==> src/rtl/vending_machine_multi.sv <==
// Multi-product vending machine: Rs5/Rs10 coins, priced products,
// coin-by-coin change return and cancel refund.
module vending_machine_multi #(
  parameter int CREDIT_W = 5,
  parameter int NPROD = 4,
  parameter int SEL_W = 2,
  parameter int MAX_CREDIT = 20,
  parameter logic [NPROD*CREDIT_W-1:0] PRICES =
    {5'd6, 5'd5, 5'd4, 5'd3}
) (
  input  logic                clk,
  input  logic                rst,
  input  logic [1:0]          in,
  input  logic [SEL_W-1:0]    sel,
  input  logic                buy,
  input  logic                cancel,
  output logic                out,
  output logic [SEL_W-1:0]    prod,
  output logic [1:0]          change,
  output logic [CREDIT_W-1:0] credit,
  output logic                reject,
  output logic                short,
  output logic                busy
);

  typedef enum logic [1:0] {
    IDLE, CREDIT, DISPENSE, CHANGE
  } state_t;

  localparam logic [CREDIT_W:0] MAX_C =
    (CREDIT_W+1)'(MAX_CREDIT);
  localparam logic [CREDIT_W-1:0] ONE = CREDIT_W'(1);
  localparam logic [CREDIT_W-1:0] TWO = CREDIT_W'(2);

  state_t state, state_n;
  logic [CREDIT_W-1:0] credit_n;
  logic [CREDIT_W-1:0] price;
  logic [CREDIT_W-1:0] paid;
  logic [CREDIT_W:0]   sum;
  logic [CREDIT_W-1:0] coin_val;
  logic                coin_ok;
  logic                coin_any;
  logic                out_n;
  logic [SEL_W-1:0]    prod_n;
  logic [1:0]          change_n;
  logic                reject_n;
  logic                short_n;
  logic                busy_n;

  function automatic logic [1:0] coin_of(
    input logic [CREDIT_W-1:0] c
  );
    return (c >= TWO) ? 2'b10 : 2'b01;
  endfunction

  assign price    = PRICES[int'(sel)*CREDIT_W +: CREDIT_W];
  assign coin_ok  = (in == 2'b01) || (in == 2'b10);
  assign coin_any = (in != 2'b00);
  assign coin_val = (in == 2'b10) ? TWO :
                    (in == 2'b01) ? ONE : '0;
  assign sum      = {1'b0, credit} + {1'b0, coin_val};
  // change register always holds the coin going out this cycle
  assign paid     = (change == 2'b10) ? TWO : ONE;

  always_comb begin
    state_n  = state;
    credit_n = credit;
    out_n    = 1'b0;
    prod_n   = '0;
    change_n = 2'b00;
    reject_n = 1'b0;
    short_n  = 1'b0;
    unique case (state)
      IDLE, CREDIT: begin
        if (cancel && credit != '0) begin
          state_n  = CHANGE;
          change_n = coin_of(credit);
          reject_n = coin_any;
        end else if (buy && !cancel) begin
          reject_n = coin_any;
          if (credit >= price) begin
            state_n  = DISPENSE;
            credit_n = credit - price;
            out_n    = 1'b1;
            prod_n   = sel;
          end else begin
            short_n = 1'b1;
          end
        end else if (coin_ok && sum <= MAX_C) begin
          credit_n = sum[CREDIT_W-1:0];
          state_n  = CREDIT;
        end else begin
          reject_n = coin_any;
        end
      end
      DISPENSE: begin
        reject_n = coin_any;
        if (credit != '0) begin
          state_n  = CHANGE;
          change_n = coin_of(credit);
        end else begin
          state_n = IDLE;
        end
      end
      CHANGE: begin
        reject_n = coin_any;
        credit_n = credit - paid;
        if (credit_n == '0) begin
          state_n = IDLE;
        end else begin
          change_n = coin_of(credit_n);
        end
      end
      default: state_n = IDLE;
    endcase
  end

  assign busy_n = (state_n == DISPENSE) ||
                  (state_n == CHANGE);

  always_ff @(posedge clk) begin
    if (rst) begin
      state  <= IDLE;
      credit <= '0;
      out    <= 1'b0;
      prod   <= '0;
      change <= 2'b00;
      reject <= 1'b0;
      short  <= 1'b0;
      busy   <= 1'b0;
    end else begin
      state  <= state_n;
      credit <= credit_n;
      out    <= out_n;
      prod   <= prod_n;
      change <= change_n;
      reject <= reject_n;
      short  <= short_n;
      busy   <= busy_n;
    end
  end

endmodule

==> config.mk <==
export PLATFORM = sky130hd
export DESIGN_NAME = vending_machine_multi
export DESIGN_NICKNAME = d
export VERILOG_FILES = /design/src/rtl/vending_machine_multi.sv
export SDC_FILE = /design/constraint.sdc
export NUM_CORES = 1
export LEC_CHECK = 0
export CORE_MARGIN = 2
export CORE_UTILIZATION = 47
export CTS_CLUSTER_SIZE = 28
export DETAILED_ROUTE_END_ITERATION = 10
export GPL_TIMING_DRIVEN = 0
export PLACE_DENSITY = 0.74
export SLEW_MARGIN = 20
export SYNTH_ARGS = -nofsm -noshare
export SYNTH_HDL_FRONTEND = slang
export SYNTH_SLANG_ARGS = --single-unit
==> constraint.sdc <==
create_clock -name clk -period 2.9 [get_ports clk]
set_input_delay 0.58 -clock clk [delete_from_list [all_inputs] [get_ports clk]]
set_output_delay 0.58 -clock clk [all_outputs]
set_load 0.03 [all_outputs]
* Yosys cells after proc, flatten, opt, wreduce, memory -nomap -nowiden
Cells that the tools add are included.
** Storage, ports and cells
- Bits of input ports :: 8
- Logic and storage cells :: 74
- Flip-flop bits (word level) :: 15
** Operators by class
- Reduce and logical (&&, ||, !) cells :: 16
- Bitwise gates (word level) :: 3
- Mux-type cells :: 27
- Shift-type cells :: 1
- Add/subtract/negate cells :: 3
- Order comparisons :: 4
- Multipliers :: 1
- Eq/ne operators :: 11
** Operators with widths (count)
- 2-bit two-way mux :: 13
- 5-bit two-way mux :: 4
- 20-bit by 6-bit indexed part select with 5-bit output (first input constant) :: 1
- 2-bit == test (second input constant) :: 6
- 2-bit one-hot mux with 3 select lines :: 2
- 5-bit by 2-bit greater-or-equal comparator with 1-bit output (second input constant) :: 2
- 5-bit one-hot mux with 2 select lines :: 1
- 5-bit by 2-bit adder with 6-bit output :: 1
- 6-bit by 5-bit <= comparator with 1-bit output (second input constant) :: 1
- 1-bit two-way mux :: 6
- 3-bit inequality test (second input constant) :: 2
- 5-bit greater-or-equal comparator :: 1
- 5-bit logical NOT :: 1
- 2-bit by 3-bit multiplier with 5-bit output (second input constant) :: 1
- 5-bit nonzero test :: 1
- 5-bit OR reduction :: 1
- 5-bit by 2-bit subtractor with 5-bit output :: 1
- 5-bit subtractor :: 1
- 2-bit by 1-bit == test with 1-bit output (second input constant) :: 2
- 4-bit AND reduction :: 1
- 2-bit nonzero test :: 2
- 2-bit OR reduction :: 2
- 4-bit OR reduction :: 1
- 1-bit logical AND :: 3
- other kinds (6) :: 9

* Logic depth before layout (Yosys ltp)
Gate-level depths: netlist (run 1).
- Word-level depth :: 12
- Mapped depth :: 11
- Depth with buffers taken out :: 11

* Worst setup path after synthesis (run 1)
No wires, ideal clock.
- Path type :: input port to flip-flop
- From :: input port in[1]
- To :: register credit[3]
- Required time :: 2.779 ns
- Setup slack :: 0.002 ns
- Library setup time :: 0.121 ns
- Cell stages on the path :: 11
- Arrival :: 2.777 ns
- Cells stage by stage :: inv_1 -> ha_1 -> ha_1 -> inv_1 -> fa_1 -> nand3b_1 -> xnor2_1 -> a21boi_0 -> a311oi_4 -> o211ai_2 -> mux2_4
** Between the ends
- Cells in the longest elaborated chain, start to end :: 8
** RTL lines
- from (decl) :: line 13 : input logic [1:0] in,
- 2-bit by 1-bit == test with 1-bit output :: line 57, 60
- 1-bit two-way mux :: line 60 : (in == 2'b01) ? ONE : '0;
- 2-bit two-way mux :: line 59 : assign coin_val = (in == 2'b10) ? TWO :
- 5-bit by 2-bit adder with 6-bit output :: line 61 : assign sum = {1'b0, credit} + {1'b0, coin_val};
- 6-bit by 5-bit <= comparator with 1-bit output / 5-bit two-way mux (equally long branches) :: line 89 : end else if (coin_ok && sum <= MAX_C) begin
- 1-bit logical AND / 5-bit two-way mux (equally long branches) :: line 89, 79
- 3-bit inequality test (no source line) / 5-bit two-way mux (equally long branches)
- 4-bit AND reduction (no source line) / 5-bit one-hot mux with 2 select lines (equally long branches)
- to (signal assigned) :: line 133 : credit <= credit_n;
- to (decl) :: line 20 : output logic [CREDIT_W-1:0] credit,
Parallel ways exist; a longest one is shown, timed or not. The select of a mux whose other input is x is not followed.
A chain may end at the register's enable or synchronous reset.

* Worst setup path in the final report (run 1)
Ends and elaborated chain as after synthesis.

==> impl_metrics.tcl, run 1 <==
set metrics [dict create \
    ys_ff_latch 14 \
    ant_nets 0 \
    grt_setup_unrepaired "false" \
    critPathLaunchType "input pin" \
    ys_warn_count 0 \
    dieArea_sq_um 2920 \
    cts_hold_buf 0 \
    setup_viol 0 \
    yosysTopAreaCell "dfxtp_1" \
    p_sw_uw 713 \
    drc 0 \
    syn2layout_area_growth_pct 30.1 \
    post_synth.cell_area_avg_sq_um 8.51 \
    r2r_setup_slack_ps 290 \
    cts.sinks 14 \
    io_pins 21 \
    cts.clk_slew.worst_paths_ps 100 \
    path_buf_inv 3 \
    die_h_um 54.0 \
    antenna_found_initial 0 \
    holdWs_ps 649 \
    final-instance-count-excl-fill 196 \
    grt_pass1_vias 1042 \
    crit_top_cell "inv_2" \
    layout.nets 189 \
    maxSlewViolCount 0 \
    slowest_stage "fa_2" \
    dr.pass1.iters 5 \
    maxCapViolations 0 \
    utilization_pct 62.9 \
    synth_async_sr_flop_share_pct 0 \
    synthTopCellsByArea "dfxtp_1 24%, ha_1 12%, fa_1 5.1%, inv_1 3.8%, nor2b_1 3.7%" \
    cp-end-kind "flop" \
    synth_ff_type "dfxtp_1" \
    rows 18 \
    path_cells "dlygate4sd2_1, inv_2, ha_2, ha_4, inv_2, fa_2, nor2b_1, o32a_1, a21boi_4, a311oi_4, o211ai_2, mux2_4" \
    syn_area_sq_um 1170 \
    totalWireLength_mm 3.08 \
    drive_gt1_share_pct 15.1 \
    place.gp.congestion 0.818 \
    hold_class "reg -> reg" \
    cts_tree "done" \
    core_area_sq_um 2430 \
    cpLargestDelayFamily "adder cells" \
    cp.arrival_ps 2980 \
    hold_viol_final 0 \
    synth.yosys.seq_area_share_pct 23.9 \
    synth_edf_count 0 \
    cts_root_buf "clkbuf_4" \
    synth_top_area_share_pct 23.9 \
    overflow 0 \
    post-place-cells 188 \
    period_minus_slack_ps 2790 \
    vias_per_cell 5.93 \
    switching_share_pct 47.5 \
    die_x_um 54.0 \
    grt_start_max_net_pins 11 \
    status "finished, final reports clean" \
    fin_tns_setup_ps 0 \
    power_density_nw_per_um2 982 \
    port-buffer-count 20 \
    worstMarginPinSlew_ps 661 \
    sequentialPowerShare_pct 20.5 \
    drt_iter0_drc 45 \
    skew_ps 9.19 \
    synth_fp_nets 160 \
    critPathKind "in -> reg" \
    insertion_delay_ps 300 \
    cp_data_required_time_ps 3090 \
    cp_max_fo 3 \
    timing.fmax_mhz 359 \
    start_util_pct 48.3 \
    cts_made_buffers 3 \
    dp_hpwl_mm 2.25 \
    power_frac_comb_pct 69.1 \
    htree_levels 1 \
    power_uw 1500 \
    synth_cell_type_count 47 \
    clk_path_buf_depth 2 \
    p_leak_uw 0.000620 \
    slew_headroom_pct 55.3 \
    grt_usage_pct 23.2 \
    grt_first_pass_wirelength_mm 4.80 \
    fill_cells 210 \
    clkPwrFrac_pct 10.4 \
    cpPeakStageDelay_ps 530 \
    wl_per_cell_um 15.7 \
    irDropWorstVdd_uv 597 \
    fin_crit_sh_pct 96.2 \
    p_int_uw 789 \
    synthCells 138 \
    diodes 0 \
    vias 1163 \
]
-- synthesized netlist by cell type, types with 2 or more instances --
library cell / number
dfxtp_1: 14
xor2_1: 2
nor3_1: 2
o211ai_1: 2
xnor2_1: 3
a31oi_1: 2
nor2_1: 10
nand2b_1: 3
a21oi_1: 7
nand2_1: 7
and2_1: 2
or3_1: 2
inv_1: 12
nor2b_1: 7
o21ai_0: 7
mux2i_1: 4
fa_1: 3
buf_2: 2
nand3_1: 4
a211o_1: 2
nor4_1: 2
clkbuf_1: 4
ha_1: 11
-- final timing paths --
kind | from | cells after the start | to
setup / recovery | in[1] | 12 | credit[3]$_SDFFE_PP0P_
hold / removal | state[0]$_SDFF_PP0_ | 2 | state[0]$_SDFF_PP0_
setup reg to reg | credit[1]$_SDFFE_PP0P_ | 8 | credit[3]$_SDFFE_PP0P_
hold reg to reg | state[0]$_SDFF_PP0_ | 2 | state[0]$_SDFF_PP0_
-- sequential cells by signal, indices dropped and copies added (netlist names) --
signal,cells
change,2
busy,1
out,1
reject,1
short,1
credit,5
state,1
prod,2
-- worst reg2reg max path, delay by kind of cell, from the launching register on --
kind                     cells  cell delay (ps)
flip-flops                   1              590
AO/OA/AOI/OAI                4              750
AND/OR/NAND/NOR              1              130
adder cells (fa/ha/maj)      1              590
multiplexers                 1              320
buffers and inverters        1              130
-- stage by stage --
| step | worst slack (ps) | instance area [sq um] |
|---|---|---|
| floorplan | 1.95 | 1170 |
| global placement | -731 | 1410 |
| detailed placement | -784 | 1410 |
| CTS | 13.6 | 1520 |
| global route | 26.4 | 1530 |
| finish | 111 | 1530 |
-- cell usage in the layout (no fill, tap or decap), types with 3 or more instances in the layout --
| cell type | count |
|---|---|
| nand2_1 | 7 |
| a21oi_1 | 7 |
| mux2i_1 | 4 |
| dfxtp_1 | 14 |
| clkdlybuf4s50_1 | 18 |
| nor2_1 | 10 |
| nor2b_1 | 7 |
| inv_1 | 10 |
| clkbuf_1 | 4 |
| buf_4 | 4 |
| nand3_1 | 4 |
| o21ai_0 | 5 |
| xnor2_1 | 3 |
| clkbuf_4 | 3 |
| nand2b_1 | 3 |
| ha_1 | 8 |
-- final cells by class --
cell class | count | area (sq um) | share of cell area, %
inverters | 12 | 45.0 | 2.95
clock buffers | 4 | 36.3 | 2.37
well taps | 30 | 37.5 | 2.45
plain buffers | 7 | 36.3 | 2.37
flip-flops and latches | 14 | 280 | 18.3
multi-input cells | 105 | 866 | 56.6
repair buffers | 24 | 228 | 14.9
-- per-layer routing --
metal / global-route usage (%) / share of wire [%] / vias to the layer above
li1: - / - / 556
met1: 30.4 / 43 / 546
met2: 38.2 / 48 / 54
met3: 3.33 / 7.1 / 7
met4: 9.17 / 1.7 / 0
met5: 0 / 0 / -
-- power by group through the flow --
stage / sequential (uW) / combinational (uW) / clock [uW]
3_3_place_gp: 307 / 905 / 0
4_1_cts: 306 / 1030 / 154
3_5_place_dp: 309 / 936 / 0
5_1_grt: 315 / 1120 / 165
6_report: 308 / 1040 / 156
2_1_floorplan: 380 / 608 / 0
-- what timing repair did --
item,CTS,global route
buffers inserted,4,0
endpoints found under the setup margin,5,8
gates cloned,0,0
gates resized for setup,14,2
pin swaps,6,2
-- logic make-up (layout without fill, tap and decap cells) --
family	Yosys count	after routing	share of synthesized area, %
compound gates	35	35	22.4
xor+xnor	5	5	3.73
fa+ha+maj	14	14	16.8
buf+inv	19	47	6.92
flops	14	14	23.9
mux	5	5	4.69
simple gates	46	46	21.6
Note: power is estimated with default switching activity, not from simulation.
==> run 2: changes to the inputs <==
- CORE_UTILIZATION: 47 -> 50
- DONT_BUFFER_PORTS: not set -> 1
- PLACE_DENSITY: 0.74 -> 0.67
==> impl_metrics.tcl, run 2 (same netlist as run 1, synthesis figures left out) <==
set metrics [dict create \
    status "finished, final reports clean" \
    antenna_found_initial 0 \
    cts.sinks 14 \
    seqCellArea_sq_um 288 \
    grt_start_max_net_pins 11 \
    p_sw_uw 643 \
    maxCapViolations 0 \
    hold_viol_final 0 \
    cp-end-kind "flop" \
    vias 1011 \
    grt_usage_pct 22.2 \
    largest-register "credit" \
    cts_root_buf "clkbuf_4" \
    cts_made_buffers 3 \
    fin_crit_sh_pct 95.0 \
    critPathLaunchType "input pin" \
    grt_pass1_vias 976 \
    skew_ps 9.64 \
    die_h_um 52.5 \
    vias_per_cell 5.84 \
    cp_max_fo 6 \
    wl_per_cell_um 15.4 \
    p_int_uw 696 \
    power_density_nw_per_um2 1050 \
    post-place-cells 166 \
    io_pins 21 \
    clk_path_buf_depth 2 \
    place.gp.congestion 0.812 \
    power_uw 1340 \
    reg.largest.list "credit: 5 flops, change: 2 flops, prod: 2 flops" \
    hold_class "in -> reg" \
    syn2layout_area_growth_pct 8.84 \
    p_leak_uw 0.000540 \
    power_frac_comb_pct 59.0 \
    setup_viol 0 \
    mostFrequentLayoutCells "12 x inv_1, 12 x dfxtp_1, 11 x ha_1" \
    timing.fmax_mhz 363 \
    overflow 0 \
    grt_setup_unrepaired "false" \
    dr.pass1.iters 4 \
    core_area_sq_um 2210 \
    fin_ws_ps 144 \
    cts.clk_slew.worst_paths_ps 90 \
    drc 0 \
    ant_nets 0 \
    critPathKind "in -> reg" \
    irDropWorstVdd_uv 579 \
    clkPwrFrac_pct 11.1 \
    sequentialPowerShare_pct 29.9 \
    port-buffer-count 0 \
    totalWireLength_mm 2.66 \
    drt_iter0_drc 31 \
    maxSlewViolCount 0 \
    dp_hpwl_mm 2.05 \
    drive_gt1_share_pct 12.4 \
    post-place-ws_ps -314 \
    slew_headroom_pct 62.8 \
    insertion_delay_ps 290 \
    final-instance-count-excl-fill 173 \
    cp_data_required_time_ps 3080 \
    period_minus_slack_ps 2760 \
    die_x_um 52.5 \
    diodes 0 \
    htree_levels 1 \
    fill_cells 220 \
    layout.nets 168 \
    cts_hold_buf 0 \
    rows 17 \
    start_util_pct 53.1 \
    largest_reg_flops 5 \
    dieArea_sq_um 2750 \
    grt_first_pass_wirelength_mm 4.47 \
    multi_input_area_sq_um 816 \
    cp.arrival_ps 2940 \
    worstMarginPinSlew_ps 551 \
    switching_share_pct 48.0 \
    holdWs_ps 404 \
    cts_tree "done" \
]
run 2: cell count changes in the layout (fill, tap and decap cells not counted), moves of 2 or more:
cell             before  now
inv_1                10   12
ha_1                  8   11
o21ai_0               5    7
dfxtp_4               0    2
ha_4                  2    0
inv_2                 2    0
dfxtp_1              14   12
clkdlybuf4s50_1      18    0
dlygate4sd2_1         2    0
run 2: power by group through the flow:
stage | registers [uW] | logic [uW] | clock network, uW
detailed placement | 399 | 742 | 0
floorplan | 380 | 608 | 0
global placement | 398 | 727 | 0
finish | 400 | 790 | 149
CTS | 398 | 746 | 150
global route | 410 | 884 | 166
run 2: layout make-up:
cell class,instances,area share [%]
Clock buffer,4,2.84
Buffer,7,2.84
Inverter,12,3.52
Sequential cell,14,22.5
Multi-Input combinational cell,105,63.8
Timing Repair Buffer,3,1.76
Tap cell,28,2.74
run 2: routing by layer:
| layer | part of all wire (%) | routed length [um] | GRT usage (%) | vias up |
|---|---|---|---|---|
| li1 | - | - | - | 508 |
| met4 | 1.2 | 31 | 9.40 | 0 |
| met1 | 48 | 1290 | 30.9 | 478 |
| met5 | 0 | 0 | 0 | - |
| met2 | 46 | 1220 | 33.5 | 21 |
| met3 | 4.3 | 115 | 3.71 | 4 |
run 2: stage by stage:
step	instance area [sq um]	util (%)	setup TNS (ps)
2_1_floorplan	1170	-	0
3_3_place_gp	1210	54.7	-437
3_5_place_dp	1210	54.7	-851
4_1_cts	1250	56.4	0
5_1_grt	1280	57.8	0
6_report	1280	57.8	0
run 2: path summary, 6_finish.rpt:
kind	start	to	slack (ps)	cells past startpoint
setup / recovery	in[1]	credit[3]$_SDFFE_PP0P_	140	11
hold / removal	rst	out$_SDFF_PP0_	400	1
setup reg to reg	credit[0]$_SDFFE_PP0P_	credit[3]$_SDFFE_PP0P_	170	9
hold reg to reg	state[0]$_SDFF_PP0_	state[0]$_SDFF_PP0_	620	2
run 2: worst max-delay path, stage by stage:
cell	delay, ps
inv_1	60
ha_1	160
ha_1	160
inv_1	60
fa_2	530
nor2b_1	130
o32a_1	150
a21boi_1	120
a311oi_4	500
o211ai_2	180
mux2_4	320
run 2: repair_timing:
| item | in CTS | in global routing |
|---|---|---|
| buffers inserted | 0 | 3 |
| gates resized for setup | 3 | 3 |
| gates cloned | 0 | 0 |
| endpoints found under the hold margin | 0 | 0 |
| pin swaps | 1 | 1 |
| endpoints found under the setup margin | 5 | 1 |
==> run 3: changes to the inputs <==
- CELL_PAD_IN_SITES_DETAIL_PLACEMENT: not set -> 2
- CELL_PAD_IN_SITES_GLOBAL_PLACEMENT: not set -> 2
- CORE_UTILIZATION: 50 -> 33
- PLACE_DENSITY: 0.67 -> 0.72
- SKIP_CTS_REPAIR_TIMING: not set -> 1
==> impl_metrics.tcl, run 3 (same netlist as run 1, synthesis figures left out) <==
set metrics [dict create \
    fin_tns_setup_ps 0 \
    io_pins 21 \
    dieArea_sq_um 4050 \
    insertion_delay_ps 300 \
    totalWireLength_mm 3.69 \
    htree_levels 1 \
    clk_path_buf_depth 2 \
    maxCapViolations 0 \
    diodes 0 \
    power_uw 1400 \
    cp_max_fo 9 \
    ant_nets 0 \
    status "finished, final reports clean" \
    skew_ps 9.22 \
    drive_gt1_share_pct 11.8 \
    p_int_uw 688 \
    core_area_sq_um 3390 \
    r2r_cells 8 \
    maxSlewViolCount 0 \
    cp-end-kind "flop" \
    layout.nets 167 \
    dr.pass1.iters 4 \
    die_x_um 63.7 \
    worstMarginPinSlew_ps 623 \
    critPathKind "reg -> reg" \
    cts_made_buffers 3 \
    timing.fmax_mhz 363 \
    vias_per_cell 5.66 \
    grt_pass1_vias 1175 \
    place.gp.congestion 0.825 \
    critPathLaunchType "flop" \
    rows 21 \
    slew_headroom_pct 58.1 \
    cts_root_buf "clkbuf_4" \
    cp_data_required_time_ps 3090 \
    power_frac_comb_pct 59.7 \
    cts.sinks 14 \
    antenna_found_initial 0 \
    hold_viol_final 0 \
    syn2layout_area_growth_pct 10.0 \
    setup_viol 0 \
    grt_usage_pct 19.5 \
    largest-register "credit" \
    wl_per_cell_um 19.4 \
    p_sw_uw 711 \
    switching_share_pct 50.8 \
    drc 0 \
    vias 1075 \
    p_leak_uw 0.000535 \
    hold_class "in -> reg" \
    dp_hpwl_mm 2.88 \
    grt_setup_unrepaired "false" \
    drt_iter0_drc 40 \
    irDropWorstVdd_uv 353 \
    min_path_cells 1 \
    grt_first_pass_wirelength_mm 5.94 \
    final-instance-count-excl-fill 190 \
    die_h_um 63.7 \
    largest_reg_flops 5 \
    reg.largest.list "credit: 5 flops, change: 2 flops, prod: 2 flops" \
    cts_tree "done" \
    power_density_nw_per_um2 1080 \
    port-buffer-count 0 \
    fin_crit_sh_pct 95.0 \
    period_minus_slack_ps 2750 \
    cp.arrival_ps 2940 \
    mostFrequentLayoutCells "12 x inv_1, 12 x dfxtp_1, 11 x ha_1" \
    grt_start_max_net_pins 11 \
    overflow 0 \
    clkPwrFrac_pct 11.2 \
    start_util_pct 34.7 \
    post-place-cells 184 \
    sequentialPowerShare_pct 29.0 \
    cts.clk_slew.worst_paths_ps 110 \
]
==> run 3: cell count changes in the layout (fill, tap and decap cells not counted), sizes merged <==
cell / delta
buf: -1
==> run 3: path summary, 6_finish.rpt <==
kind	start	endpoint	slack [ps]
setup / recovery	credit[1]$_SDFFE_PP0P_	credit[3]$_SDFFE_PP0P_	150
hold / removal	rst	out$_SDFF_PP0_	390
setup reg to reg	credit[1]$_SDFFE_PP0P_	credit[3]$_SDFFE_PP0P_	150
hold reg to reg	state[0]$_SDFF_PP0_	state[0]$_SDFF_PP0_	650
==> run 3: worst max-delay path, cell delays in order (launching register included) <==
cell and delay, ps:
dfxtp_2 580, inv_1 120, fa_1 520, nand3b_1 210, xnor2_1 170, a21boi_2 190, a311oi_4 350, o211ai_2 180
mux2_4 320
==> run 3: area by class of cell <==
cell class / instances / area (sq um)
Buffer: 7 / 36.3
Clock buffer: 4 / 36.3
Tap cell: 46 / 57.6
Sequential cell: 14 / 285
Inverter: 12 / 45.0
Multi-Input combinational cell: 105 / 817
Timing Repair Buffer: 2 / 15.0
Fill cell: 395 / 2100
==> run 3: stage by stage <==
step                      hold slack [ps]  worst slack [ps]  utilization (%)  area, sq um
final                                 387               146             38.1         1290
after global routing                  373              3.01             38.1         1290
after CTS                             379              -432             37.4         1270
after detailed placement              613              -429             36.4         1230
after global placement                593              -293             36.4         1230
after floorplan                       533              1.95                -         1170
==> run 3: per-layer routing <==
layer | track usage, % | vias to the layer above | wire, um | share of wire [%]
met5 | 0 | - | 0 | 0
met4 | 7.34 | 0 | 57 | 1.5
met3 | 3.04 | 5 | 107 | 2.9
met2 | 34.9 | 19 | 1920 | 52
met1 | 23.1 | 546 | 1600 | 43
li1 | - | 505 | - | -
==> run 3: power groups by stage <==
| stage | sequential [uW] | combinational [uW] | clock, uW |
|---|---|---|---|
| finish | 406 | 836 | 157 |
| global route | 414 | 938 | 169 |
| CTS | 403 | 808 | 162 |
| detailed placement | 405 | 800 | 0 |
| global placement | 403 | 751 | 0 |
| floorplan | 380 | 608 | 0 |
